<file path="src/rtl/rom_arbiter.sv">
// rtl/rom_arbiter.sv - arbitrates the instruction ROM read port between IF and DBG, 1-cycle registered response.
// Define ROM_ARB_RR_EN for round-robin; otherwise fixed IF priority with a DBG starvation guard.
module rom_arbiter #(
  parameter int ADDR_W     = 5,
  parameter int DATA_W     = 32,
  parameter int STARVE_MAX = 4
) (
  input  logic              clk,
  input  logic              reset,
  input  logic              if_req,
  input  logic [31:0]       if_addr,
  output logic              if_gnt,
  output logic              if_rvalid,
  output logic [DATA_W-1:0] if_rdata,
  output logic              if_err,
  input  logic              dbg_req,
  input  logic [31:0]       dbg_addr,
  output logic              dbg_gnt,
  output logic              dbg_rvalid,
  output logic [DATA_W-1:0] dbg_rdata,
  output logic              dbg_err,
  output logic [ADDR_W-1:0] rom_addr,
  input  logic [DATA_W-1:0] rom_data
);

  logic              if_win;
  logic              dbg_win;
  logic [31:0]       sel_addr;
  logic              fault;
  logic [DATA_W-1:0] resp_data;

  logic              if_rvalid_q, dbg_rvalid_q;
  logic              if_err_q, dbg_err_q;
  logic [DATA_W-1:0] if_rdata_q, dbg_rdata_q;

`ifdef ROM_ARB_RR_EN
  // rr_ptr_q: last contended winner, 1 = DBG
  logic rr_ptr_q, rr_ptr_d;

  always_comb begin
    if_win   = if_req && (!dbg_req || rr_ptr_q);
    dbg_win  = dbg_req && !if_win;
    rr_ptr_d = (if_req && dbg_req) ? dbg_win : rr_ptr_q;
  end

  always_ff @(posedge clk or negedge reset) begin
    if (!reset) rr_ptr_q <= 1'b1;
    else        rr_ptr_q <= rr_ptr_d;
  end
`else
  localparam logic [0:0] NORMAL     = 1'b0;
  localparam logic [0:0] FORCE_DBG  = 1'b1;
  localparam logic [3:0] STARVE_LIM = 4'(STARVE_MAX);

  logic [0:0] state_q, state_d;
  logic [3:0] starve_cnt_q, starve_cnt_d;

  always_comb begin
    dbg_win = dbg_req && (!if_req || (state_q == FORCE_DBG));
    if_win  = if_req && !dbg_win;
    starve_cnt_d = 4'd0;
    if (dbg_req && !dbg_win)
      starve_cnt_d = (starve_cnt_q == STARVE_LIM) ? starve_cnt_q : starve_cnt_q + 4'd1;
    // Enter FORCE_DBG as the count reaches the limit so DBG wins in cycle STARVE_MAX+1
    state_d = NORMAL;
    if ((state_q == NORMAL) && (starve_cnt_d == STARVE_LIM))
      state_d = FORCE_DBG;
  end

  always_ff @(posedge clk or negedge reset) begin
    if (!reset) begin
      state_q      <= NORMAL;
      starve_cnt_q <= 4'd0;
    end else begin
      state_q      <= state_d;
      starve_cnt_q <= starve_cnt_d;
    end
  end
`endif

  assign if_gnt    = reset && if_win;
  assign dbg_gnt   = reset && dbg_win;
  assign sel_addr  = dbg_win ? dbg_addr : if_addr;
  assign fault     = (sel_addr[1:0] != 2'b00) || (sel_addr[31:ADDR_W+2] != '0);
  assign resp_data = fault ? '0 : rom_data;
  assign rom_addr  = (if_gnt || dbg_gnt) ? sel_addr[ADDR_W+1:2] : '0;

  always_ff @(posedge clk or negedge reset) begin
    if (!reset) begin
      if_rvalid_q  <= 1'b0;
      dbg_rvalid_q <= 1'b0;
      if_err_q     <= 1'b0;
      dbg_err_q    <= 1'b0;
      if_rdata_q   <= '0;
      dbg_rdata_q  <= '0;
    end else begin
      if_rvalid_q  <= if_win;
      dbg_rvalid_q <= dbg_win;
      if (if_win) begin
        if_rdata_q <= resp_data;
        if_err_q   <= fault;
      end
      if (dbg_win) begin
        dbg_rdata_q <= resp_data;
        dbg_err_q   <= fault;
      end
    end
  end

  assign if_rvalid  = if_rvalid_q;
  assign if_rdata   = if_rdata_q;
  assign if_err     = if_err_q;
  assign dbg_rvalid = dbg_rvalid_q;
  assign dbg_rdata  = dbg_rdata_q;
  assign dbg_err    = dbg_err_q;

endmodule
</file>
<file path="config.mk">
export PLATFORM = sky130hd
export DESIGN_NAME = rom_arbiter
export DESIGN_NICKNAME = d
export VERILOG_FILES = /design/src/rtl/rom_arbiter.sv
export SDC_FILE = /design/constraint.sdc
export NUM_CORES = 1
export LEC_CHECK = 0
export BUFFER_PORTS_ARGS = -buffer_cell sky130_fd_sc_hd__buf_2
export CORE_ASPECT_RATIO = 0.75
export CORE_MARGIN = 5
export CORE_UTILIZATION = 35
export CTS_BUF_LIST = sky130_fd_sc_hd__clkbuf_8 sky130_fd_sc_hd__clkbuf_16
export CTS_CLUSTER_DIAMETER = 40
export DETAILED_ROUTE_END_ITERATION = 7
export PLACE_DENSITY = 0.64
export SLEW_MARGIN = 20
export SYNTH_ARGS = -nofsm -noshare
export SYNTH_HDL_FRONTEND = slang
export SYNTH_SLANG_ARGS = --single-unit
</file>
<file path="constraint.sdc">
create_clock -name clk -period 3 [get_ports clk]
set_input_delay 0.15 -clock clk [delete_from_list [all_inputs] [get_ports clk]]
set_output_delay 0.15 -clock clk [all_outputs]
set_load 0.1 [all_outputs]
</file>
==> summary.txt, run 1 <==
GRT
  • Met2 Use GR: 0.318
  • Most crowded layer after global routing: met2
  • First-pass GRT wire length: 17.0 mm
  • Number of global-route vias before repair: 3230
  • Met1 usage: 0.247
  • Largest net degree at the start of global routing: 57
  • Remaining Overflow, GRT: 0
  • Initial antenna violation count: 0
  • Global Route Usage Sum: 0.190
  • Met3 global-route usage: 0.0584

Critical path
  • WP buf/inv: 3
  • Crit path capture: rom_addr[3]
  • Worst setup SP type: register
  • Reg-to-reg critical path endpoint: if_rdata[16]
  • Crit Path Category: reg -> out
  • FF-to-FF Start: state_q
  • Required time worst endpoint: 2.85 ns
  • Crit path DAT: 2.20 ns
  • CP Max Fanout: 38
  • Crit end category: output pin
  • Worst-case reg-to-reg path depth: 7
  • Levels on crit path: 7
  • Worst Setup SP: state_q
  • Critical path cell sequence: nand2b_1, nand2_2, inv_1, buf_4, nand2_1, a21oi_1, buf_12
  • Slowest cell on the critical path: buf_4
  • Max incr delay on CP: 0.40 ns
  • Delay-heaviest family, CP: buffers and inverters
  • Reg2reg setup slack: 0.72 ns

STA
  • Clk_skew: 0.00732 ns
  • Rel. slew slack: 0.521
  • Hold_ws: 0.0700 ns
  • Setup-failing EPs final: 0
  • Slew @ Worst Pin: 0.718 ns
  • Period minus WS final: 2.35 ns
  • Final hold viol count: 0
  • Worst Setup Slack, final: 0.648 ns
  • RSZ-0062 raised after global routing: no
  • Fin Setup TNS: 0 ns
  • Maximum clock rate: 0.425 GHz
  • Period Utilization, post-route: 0.784
  • Final Max Tran Viols: 0

Detailed routing
  • 1st-pass router iterations: 4
  • 1st-iter DRT viols: 208
  • DR vias: 3094
  • Wire length per cell: 16.0 um
  • Vias per cell: 4.85
  • Total Wirelength: 10.2 mm
  • Residual DRC: 0
  • Post-route ant nets: 0

Placed design
  • Post-Place Worst Slack: 0.652 ns
  • Post-DP HPWL: 7.77 mm
  • DP Cell Count: 621
  • Port Buffer Count: 174
  • Placed Area: 0.00418 mm2
  • Gpl congestion: 0.817

CTS
  • Clock slew at reported path FFs: 0.06 ns
  • Post-CTS Resized: 0
  • H-tree depth: 3
  • CTS Root Cell: clkbuf_16
  • Longest Clk Path Bufs: 2
  • TritonCTS Buffers: 9
  • Clock sinks: 73
  • TritonCTS clock tree: built
  • Clk_lat worst skew: 0.32 ns

Logic synthesis
  • Mux cell area share after synthesis: 0.00364
  • Seq/Total Area, Yosys: 0.590
  • Synth Area in Compound Gates: 0.0744
  • Main area contributors after synthesis: dfrtp_1, nand2_1, nand3_1, o21ai_1, nor4_1
  • EDFF count, synth: 0
  • Mapped Nets: 452
  • Yosys cell types: 27
  • Share of the synthesized area in the top cell type: 0.590
  • Ys Warns: 0
  • Mean Syn Cell Area: 8.84 um2
  • Mapped Area: 0.00309 mm2
  • Most common cell in the synthesized netlist: nand2_1
  • Post-synth top area cell: dfrtp_1
  • Post-synth ARST share: 1.00
  • Seq cells post-synth: 73
  • Simple-gate portion of the synthesized area: 0.288
  • Post-synth top cells: nand2_1, dfrtp_1, nand3_1
  • Post-synthesis adder-cell area fraction: 0.00809
  • Most used DFF post-synth: dfrtp_1
  • Xor/xnor share of the synthesized area: 0.00283
  • Mapped Cells: 350
  • Largest family of logic cells by synthesized area: simple AND/OR/NAND/NOR gates

Cells and area
  • Inserted Diodes: 0
  • Layout cells sized above 1: 0.383
  • Total Nets Final: 627
  • Syn-to-layout area delta: 47.1%
  • Final Instance Area: 0.00455 mm2
  • Final core occ: 0.534
  • Final non-filler cell total: 638

Hold path
  • HP Class: in -> reg

Outcome
  • Outcome: completed

Floorplan
  • Die H: 91.4 um
  • Initial Util: 0.363
  • Die width: 119 um
  • I/O Pins: 175
  • Total die area: 0.0108 mm2
  • Core area: 0.00853 mm2
  • Row cnt: 29

Power
  • Peak VDD IR: 0.000331 V
  • Pwr dens: 554 mW/mm2
  • Overall power: 2.52 mW
  • Static Leak: 2.55 nW

Run
  • Max-Cap Viols: 0
==> cell usage in the layout (no fill, tap or decap), types with 3 or more instances in the layout <==
cell type,count
a21oi_1,6
dfrtp_1,73
nor2_1,4
clkbuf_8,3
o21ai_0,4
bufinv_16,3
o21ai_1,30
clkbuf_16,9
buf_4,10
nand2_1,142
buf_12,5
nand3_1,33
nor4_1,13
inv_1,4
buf_2,168
==> metal layers <==
| layer | wire (um) | vias to the layer above |
|---|---|---|
| li1 | - | 1507 |
| met5 | 0 | - |
| met1 | 4450 | 1472 |
| met3 | 760 | 9 |
| met2 | 4950 | 106 |
| met4 | 67 | 0 |
==> repair_timing <==
action	CTS	global route
hold buffers	1	0
setup buffers	0	0
hold endpoints to repair	17	0
==> final cells by class <==
cell class,instances,area (um2)
tap,108,135
multi-input combinational,252,1180
fill,805,3980
inverter,5,18.8
clock buffer,12,267
sequential,73,1830
clock inverter,4,97.6
timing repair buffer,184,1030
==> how the worst min path moves through the flow <==
stage / endpoint / start / depth (start not counted)
detailed placement: dbg_rdata[3] / reset / 1
global route: if_rdata[24] / rom_data[24] / 3
global placement: dbg_rdata[1] / reset / 1
CTS: if_rdata[10] / rom_data[10] / 3
floorplan: dbg_err / reset / 0
finish: if_rdata[10] / rom_data[10] / 3
==> cells by family (layout without fill, tap and decap cells) <==
| kind of cell | Yosys count | count (layout) |
|---|---|---|
| DFF | 73 | 73 |
| buffers and inverters | 25 | 205 |
| muxes | 1 | 1 |
| and+or+nand+nor | 205 | 205 |
| adders and majority gates | 2 | 2 |
| AOI/OAI and AO/OA | 43 | 43 |
| xor gates and xnor gates | 1 | 1 |
==> worst reg2reg max path, stage by stage, from the launching register on <==
cell and delay, ns:
dfrtp_1 0.38, nand2b_1 0.16, nand2_2 0.30, buf_4 0.36
nor4_4 0.11, a41oi_4 0.45, buf_4 0.29, o21ai_1 0.10
==> registers in the layout, summed over array words and instances (netlist names) <==
name / cells
dbg_err: 1
if_rvalid: 1
starve_cnt_q: 4
if_rdata: 32
dbg_rvalid: 1
if_err: 1
dbg_rdata: 32
state_q: 1
==> power breakdown <==
group / total, mW / switching (mW) / internal [mW]
registers: 0.992 / 0.00285 / 0.989
clock network: 1.27 / 0.388 / 0.880
logic: 0.261 / 0.174 / 0.0862
(Power assumes the default switching activity.)
==> inputs of run 2 (changes only) <==
Clock period 3 ns to 2.5 ns, I/O delays scaled along.
==> summary.txt, run 2 (synthesis gave the netlist of run 1 again) <==
Cells and area
  • Inserted Diodes: 0 (unchanged)
  • Final core occ: 0.528 (-0.00587)
  • # fillers: 840 (+4.3%)
  • Commonest non-fill, non-tap cell in the layout: buf_2
  • Final Instance Area: 0.00450 mm2 (-1.1%)
  • Commonest non-fill, non-tap cells in the layout: buf_2, nand2_1, dfrtp_1, nand3_1, o21ai_1
  • Syn-to-layout area delta: 45.5%
  • Total Nets Final: 626 (-0.16%)
  • Layout cells sized above 1: 0.390 (+0.00713)

STA
  • Setup-failing EPs final: 0 (unchanged)
  • Clk_skew: 0.00335 ns (-0.00397 ns)
  • Period Utilization, post-route: 0.805
  • Final hold viol count: 0 (unchanged)
  • Rel. slew slack: 0.384 (-0.137)
  • Final Max Tran Viols: 0 (unchanged)
  • Fin Setup TNS: 0 ns (unchanged)
  • Period minus WS final: 2.01 ns
  • Slew @ Worst Pin: 0.924 ns (+0.206 ns)
  • Maximum clock rate: 0.497 GHz
  • Hold_ws: 0.0319 ns (-0.0380 ns)
  • RSZ-0062 raised after global routing: no

CTS
  • Longest Clk Path Bufs: 2 (unchanged)
  • H-tree depth: 3 (unchanged)
  • Post-CTS Resized: 0 (unchanged)
  • TritonCTS clock tree: built
  • Cts-stage hold buffer count: 0 (-1)
  • Clock sinks: 73 (unchanged)
  • TritonCTS Buffers: 9 (unchanged)
  • Clk_lat worst skew: 0.32 ns (about the same)
  • CTS Root Cell: clkbuf_16
  • Clock slew at reported path FFs: 0.06 ns (about the same)
  • Post-CTS Setup Repair Bufs: 0 (unchanged)

Power
  • Overall power: 2.78 mW (+10%)
  • Peak VDD IR: 0.000359 V (+8.5%)
  • Pwr dens: 617 mW/mm2 (+11%)
  • Static Leak: 2.52 nW (-1.1%)

GRT
  • Met1 usage: 0.264 (+0.0162)
  • Global Route Usage Sum: 0.191 (+0.000785)
  • Most crowded layer after global routing: met2
  • Number of global-route vias before repair: 3202 (-0.87%)
  • Met2 Use GR: 0.291 (-0.0275)
  • Met3 global-route usage: 0.0683 (+0.00994)
  • First-pass GRT wire length: 16.7 mm (-1.9%)
  • Initial antenna violation count: 1 (+1)
  • Largest net degree at the start of global routing: 74 (+30%)
  • Remaining Overflow, GRT: 0 (unchanged)

Placed design
  • Port Buffer Count: 174 (unchanged)
  • Post-DP HPWL: 7.50 mm (-3.5%)
  • Gpl congestion: 0.900 (+10%)
  • Placed Area: 0.00421 mm2 (+0.69%)

Detailed routing
  • Vias per cell: 4.83 (-0.46%)
  • 1st-pass router iterations: 5 (+1)
  • 1st-iter DRT viols: 187 (-10%)
  • DR vias: 3070 (-0.78%)
  • Post-route ant nets: 0 (unchanged)
  • Total Wirelength: 10.3 mm (+0.71%)
  • Residual DRC: 0 (unchanged)
  • Wire length per cell: 16.2 um (+1.0%)

Outcome
  • Outcome: completed

Hold path
  • Hold path start: rom_data[0]
  • HP Class: in -> reg

Critical path
  • Worst Setup SP: state_q
  • Crit end category: output pin
  • Crit path DAT: 1.89 ns (-0.31 ns)
  • CP Max Fanout: 38 (unchanged)
  • Crit Path Category: reg -> out
  • FF-to-FF Start: state_q
  • Worst setup SP type: register
  • Required time worst endpoint: 2.38 ns (-0.47 ns)
  • Reg2reg setup slack: 0.56 ns (-0.16 ns)

Floorplan
  • I/O Pins: 175 (unchanged)
  • Initial Util: 0.363 (unchanged)
  • Total die area: 0.0108 mm2 (unchanged)
  • Die width: 119 um (unchanged)
  • Row cnt: 29 (unchanged)
  • Die H: 91.4 um (unchanged)
  • Core area: 0.00853 mm2 (unchanged)

Run
  • Max-Cap Viols: 0 (unchanged)
## run 2: cell count changes in the layout (fill, tap and decap cells not counted), moves of 2 or more
cell | previous run | this run
a21oi_1 | 6 | 1
a21oi_2 | 0 | 5
bufinv_16 | 3 | 1
clkbuf_8 | 3 | 1
clkinv_2 | 0 | 2
## run 2: cell type report
| cell class | instances | area [um2] | area share |
|---|---|---|---|
| Timing Repair Buffer | 183 | 1030 | 0.229 |
| Clock inverter | 5 | 56.3 | 0.0125 |
| Inverter | 5 | 18.8 | 0.00417 |
| Clock buffer | 10 | 239 | 0.0531 |
| Sequential cell | 73 | 1830 | 0.406 |
| Multi-Input combinational cell | 252 | 1200 | 0.266 |
| Tap cell | 108 | 135 | 0.0300 |
## run 2: per-layer routing
| layer | part of all wire | vias to the layer above |
|---|---|---|
| met3 | 0.076 | 9 |
| met2 | 0.45 | 96 |
| met1 | 0.46 | 1459 |
| li1 | - | 1504 |
| met4 | 0.0057 | 2 |
| met5 | 0.00068 | - |
## run 2: stage by stage
stage	std cells	worst slack, ns
after floorplan	350	0.406
after global placement	621	0.564
after detailed placement	621	0.558
after CTS	636	0.473
after global routing	636	0.303
final	636	0.488
## run 2: critical path, cell delays in order (launching register included)
cell and delay [ns]:
dfrtp_1 0.34, nand2b_1 0.11, nand2_1 0.10, inv_1 0.09, buf_4 0.39, nand2_1 0.12
a21oi_2 0.20, buf_12 0.20
## run 2: power breakdown
group / internal, mW / leakage, nW / switching [mW] / total (mW)
sequential: 1.19 / 1.01 / 0.00331 / 1.19
clock: 0.792 / 0.144 / 0.475 / 1.27
combinational: 0.105 / 1.37 / 0.214 / 0.319
total: 2.08 / 2.52 / 0.693 / 2.78
## run 2: path summary, 6_finish.rpt
kind                                 end  cells after the start
hold / removal              dbg_rdata[0]                      3
setup reg to reg           dbg_rdata[28]                      7
setup / recovery             rom_addr[3]                      7
hold reg to reg             dbg_rdata[6]                      2
max in group asynchronous  dbg_rdata[24]                      2
min in group asynchronous        state_q                      2
